File: src/rtl/conv_accumulator.sv
// Saturating accumulator: sums TAPS signed products per window, result presented on a registered valid/ready port.
// Result appears one cycle after the last tap is accepted; input stalls only when the last tap would overwrite an unaccepted result.
module conv_accumulator #(
  parameter int PROD_W = 16,
  parameter int ACC_W  = 20,
  parameter int TAPS   = 9
) (
  input  logic              clk,
  input  logic              rst_n,
  input  logic              flush,
  input  logic              in_valid,
  output logic              in_ready,
  input  logic [PROD_W-1:0] product,
  output logic              out_valid,
  input  logic              out_ready,
  output logic [ACC_W-1:0]  out_sum,
  output logic              out_ovf
);

  localparam int CNT_W = (TAPS > 1) ? $clog2(TAPS) : 1;
  localparam logic [CNT_W-1:0] LAST = CNT_W'(TAPS - 1);

  logic signed [ACC_W-1:0] acc_q, acc_d;
  logic                    ovf_q, ovf_d;
  logic [CNT_W-1:0]        cnt_q, cnt_d;
  logic [ACC_W-1:0]        sum_q, sum_d;
  logic                    sum_ovf_q, sum_ovf_d;
  logic                    vld_q, vld_d;

  logic signed [ACC_W-1:0] p_ext;
  logic signed [ACC_W:0]   nxt;
  logic signed [ACC_W-1:0] res;
  logic                    sat_pos, sat_neg, sat;
  logic                    last_tap, take, fire;

  assign p_ext = ACC_W'($signed(product));
  // One guard bit: the sum of two ACC_W values always fits in ACC_W+1.
  assign nxt     = {acc_q[ACC_W-1], acc_q} + {p_ext[ACC_W-1], p_ext};
  assign sat_pos = !nxt[ACC_W] && nxt[ACC_W-1];
  assign sat_neg = nxt[ACC_W] && !nxt[ACC_W-1];
  assign sat     = sat_pos || sat_neg;
  assign res     = sat_pos ? {1'b0, {(ACC_W-1){1'b1}}} :
                   sat_neg ? {1'b1, {(ACC_W-1){1'b0}}} : nxt[ACC_W-1:0];

  assign last_tap = (cnt_q == LAST);
  assign in_ready = !(last_tap && vld_q && !out_ready);
  assign take     = in_valid && in_ready && !flush;
  assign fire     = vld_q && out_ready;

  always_comb begin
    acc_d     = acc_q;
    ovf_d     = ovf_q;
    cnt_d     = cnt_q;
    sum_d     = sum_q;
    sum_ovf_d = sum_ovf_q;
    vld_d     = vld_q && !fire;
    if (flush) begin
      acc_d = '0;
      ovf_d = 1'b0;
      cnt_d = '0;
    end else if (take) begin
      if (last_tap) begin
        acc_d     = '0;
        ovf_d     = 1'b0;
        cnt_d     = '0;
        sum_d     = res;
        sum_ovf_d = ovf_q || sat;
        vld_d     = 1'b1;
      end else begin
        acc_d = res;
        ovf_d = ovf_q || sat;
        cnt_d = cnt_q + 1'b1;
      end
    end
  end

  always_ff @(posedge clk or negedge rst_n) begin
    if (!rst_n) begin
      acc_q     <= '0;
      ovf_q     <= 1'b0;
      cnt_q     <= '0;
      sum_q     <= '0;
      sum_ovf_q <= 1'b0;
      vld_q     <= 1'b0;
    end else begin
      acc_q     <= acc_d;
      ovf_q     <= ovf_d;
      cnt_q     <= cnt_d;
      sum_q     <= sum_d;
      sum_ovf_q <= sum_ovf_d;
      vld_q     <= vld_d;
    end
  end

  assign out_valid = vld_q;
  assign out_sum   = sum_q;
  assign out_ovf   = sum_ovf_q;

endmodule

File: config.mk
export PLATFORM = sky130hd
export DESIGN_NAME = conv_accumulator
export DESIGN_NICKNAME = d
export VERILOG_FILES = /design/src/rtl/conv_accumulator.sv
export SDC_FILE = /design/constraint.sdc
export NUM_CORES = 1
export LEC_CHECK = 0
export ABC_AREA = 1
export ABC_CLOCK_PERIOD_IN_PS = 2200
export CAP_MARGIN = 30
export CORE_MARGIN = 2
export CORE_UTILIZATION = 45
export DETAILED_ROUTE_END_ITERATION = 7
export GPL_TIMING_DRIVEN = 0
export PLACE_DENSITY = 0.81
export SYNTH_ARGS = -nofsm -noshare
export SYNTH_HDL_FRONTEND = slang
export SYNTH_SLANG_ARGS = --single-unit
File: constraint.sdc
create_clock -name clk -period 2.2 [get_ports clk]
set_input_delay 0.22 -clock clk [delete_from_list [all_inputs] [get_ports clk]]
set_output_delay 0.22 -clock clk [all_outputs]
set_load 0.1 [all_outputs]
==> impl_metrics.env <==
export IMPL_vias=4194
export IMPL_synth_top_family_by_area="simple AND/OR/NAND/NOR gates"
export IMPL_dieHeight_um=90.07
export IMPL_synth_compound_area_share_pct=9.985
export IMPL_clk_latency_ps=320
export IMPL_cp_required_ps=2410
export IMPL_post_route_drc_count=1
export IMPL_max_stage_delay_ps=430
export IMPL_cts_sinks=47
export IMPL_start_kind="flop"
export IMPL_place_gp_congestion=0.9973
export IMPL_relSlewSlack_pct=33.79
export IMPL_place_ws_ps=-789.6
export IMPL_coreArea_um2=7214
export IMPL_gr_total_overflow=0
export IMPL_final_core_util_pct=72.68
export IMPL_routed_via_density=6.096
export IMPL_synth_cells=465
export IMPL_post_route_period_util_pct=121.8
export IMPL_final_nets=634
export IMPL_slew_viol_final=0
export IMPL_syn_to_final_growth_pct=57.32
export IMPL_setup_violations_final=40
export IMPL_start_util_pct=46.20
export IMPL_avgSynthCellArea_um2=7.168
export IMPL_synth_main_ff_cell="dfrtp_1"
export IMPL_clockBufferDepth=2
export IMPL_htree_levels=2
export IMPL_finalSetupTns_ps=-14880
export IMPL_met3_length_um=1370
export IMPL_critPathSlowestCell="dfrtp_1"
export IMPL_max_cap_violations=0
export IMPL_firstDrtPassIters=8
export IMPL_met1Wirelength_um=4821
export IMPL_leakagePower_nw=2.639
export IMPL_dpl_hpwl_um=6435
export IMPL_top_layer="met4"
export IMPL_yosysSeqAreaShare_pct=35.29
export IMPL_dieArea_um2=8112
export IMPL_grt_max_degree=28
export IMPL_io_buffers=43
export IMPL_tritoncts="done"
export IMPL_first_global_vias=4214
export IMPL_status="complete, but fails checks"
export IMPL_diodes=0
export IMPL_muxShareOfSynthArea_pct=0
export IMPL_grt_pass1_wl_um=20150
export IMPL_fmax_mhz=373.3
export IMPL_antenna_found_initial=0
export IMPL_layout_commonest_cell="nand2_1"
export IMPL_critPathKind="flop to flop"
export IMPL_final_cell_mix="159 x nand2_1, 64 x buf_4, 46 x dfrtp_1"
export IMPL_tightestPinTransition_ps=990.0
export IMPL_clockRootBuffer="clkbuf_8"
export IMPL_yosys_cell_types_count=30
export IMPL_finalInstanceArea_um2=5244
export IMPL_layout_setup_ws_ps=-478.6
export IMPL_fin_skew_ps=4.355
export IMPL_dpl_cell_area_um2=4014
export IMPL_crit_chain="ha_4, nand2_4, nor2_4, nand3_2, nand3_2, nand2_2, nand2_2, nand3_2, nand2_1, nand2_1, nand2_2, ha_4, inv_8, buf_8, nand3_2, nand2_2, a22o_1"
export IMPL_wl_met2_um=6356
export IMPL_syn_num_nets=511
export IMPL_grtUsageTotal_pct=30.72
export IMPL_violations="DRC, setup timing"
export IMPL_ys_warn_count=0
export IMPL_rows=31
export IMPL_wirelength_um=13910
export IMPL_yosys_area_share_simple_pct=35.32
export IMPL_syn_area_um2=3333
export IMPL_worst_path_buf_inv=2
export IMPL_ios=44
export IMPL_cp_top_family="simple AND/OR/NAND/NOR gates"
export IMPL_cp_max_fo=7
export IMPL_finalPower_mw=5.351
export IMPL_powerDensity_nw_per_um2=1020
export IMPL_drive_above_1_share_pct=38.54
export IMPL_period_needed_ps=2679
export IMPL_fp_dieW_um=90.07
export IMPL_synthAdderAreaFrac_pct=9.610
export IMPL_worst_endpoint_arrival_ps=2890
export IMPL_synth_edf_count=0
export IMPL_routedWlPerCell_um=20.22
export IMPL_antenna_left=0
export IMPL_async_reset_ff_share_pct=100.0
export IMPL_cts_buffers=5
export IMPL_hold_viol_final=0
export IMPL_endpoint_kind="flop"
export IMPL_rsz0062_at_grt="yes"
export IMPL_peakVddDrop_mv=0.5603
export IMPL_drt_iter0_drc=500
export IMPL_clkSlewWorstSetupHoldPaths_ps=90
export IMPL_ys_ff_latch=47
export IMPL_min_path_type="input port to async pin"
export IMPL_synth_xor_xnor_area_share_pct=1.051
==> metrics by stage <==
step	hold slack, ps	cells
global route	452.1	688
CTS	415.9	675
floorplan	-75.59	465
finish	392.5	688
global placement	463.6	607
detailed placement	213.2	608
==> final timing paths <==
check,startpoint,end,slack (ps),depth (start not counted)
max,acc_q[8],acc_q[8],-480,17
min,rst_n,acc_q[13],390,2
max reg2reg,acc_q[8],acc_q[8],-480,17
min reg2reg,out_sum[13],out_sum[13],480,2
max in group asynchronous,rst_n,out_valid,1270,3
min in group clk,product[0],out_sum[0],460,4
==> where the power goes <==
| group | total (mW) | switching, mW | leakage, nW | internal, mW |
|---|---|---|---|---|
| logic | 3.55 | 2.04 | 1.95 | 1.51 |
| registers | 1.11 | 0.120 | 0.631 | 0.987 |
| clock network | 0.691 | 0.322 | 0.0612 | 0.368 |
| total | 5.35 | 2.48 | 2.64 | 2.87 |
==> timing repair <==
item,4_1_cts,5_1_grt
pin swaps,50,19
gates resized for setup,102,39
buffers inserted,56,13
endpoints found under the hold margin,20,0
hold buffers,1,0
setup endpoints to repair,41,42
cloned,2,0
==> kinds of logic (layout without fill, tap and decap cells) <==
| logic type | Yosys count | after routing |
|---|---|---|
| buffers and inverters | 61 | 185 |
| AND/OR/NAND/NOR | 274 | 274 |
| AO/OA/AOI/OAI | 54 | 54 |
| flip-flops | 47 | 47 |
| adder cells (fa/ha/maj) | 25 | 25 |
| XOR/XNOR | 4 | 4 |
==> synth_stat cells, types with 3 or more instances <==
| library cell | instances | area share (%) |
|---|---|---|
| a21oi_1 | 16 | 2.4 |
| nand3_1 | 21 | 3.2 |
| buf_6 | 6 | 2.0 |
| dfrtp_1 | 47 | 35 |
| nor2_2 | 3 | 0.56 |
| ha_1 | 24 | 9.0 |
| a22o_1 | 6 | 1.6 |
| nor3_1 | 4 | 0.60 |
| inv_1 | 48 | 5.4 |
| o21ai_2 | 6 | 1.6 |
| inv_2 | 3 | 0.34 |
| nand3b_1 | 7 | 1.6 |
| nand2_1 | 189 | 21 |
| xnor2_1 | 3 | 0.79 |
| nand2_2 | 13 | 2.4 |
| nor2_1 | 28 | 3.2 |
| o21ai_0 | 19 | 2.9 |
| a21oi_2 | 4 | 1.1 |
| nand3_2 | 5 | 1.5 |
==> layer usage <==
layer  up-vias  GRT usage, %
met4         0         20.26
met3       165         7.125
met1      1929         34.64
li1       1719             -
met2       381         51.88
met5         -             0
==> flip-flops by register name, summed over array words and instances (netlist names) <==
name / count
cnt_q: 4
out_sum: 20
out_ovf: 1
out_valid: 1
ovf_q: 1
acc_q: 20
==> area by class of cell <==
| cell class | count | area (µm²) |
|---|---|---|
| Multi-Input combinational cell | 357 | 2445 |
| Fill cell | 475 | 1971 |
| Sequential cell | 47 | 1177 |
| Timing Repair Buffer | 116 | 1054 |
| Inverter | 52 | 217.7 |
| Tap cell | 99 | 123.9 |
| Buffer | 9 | 108.9 |
| Clock buffer | 6 | 82.58 |
| Clock inverter | 2 | 35.03 |
No activity file was read; power rests on OpenSTA's default activity.
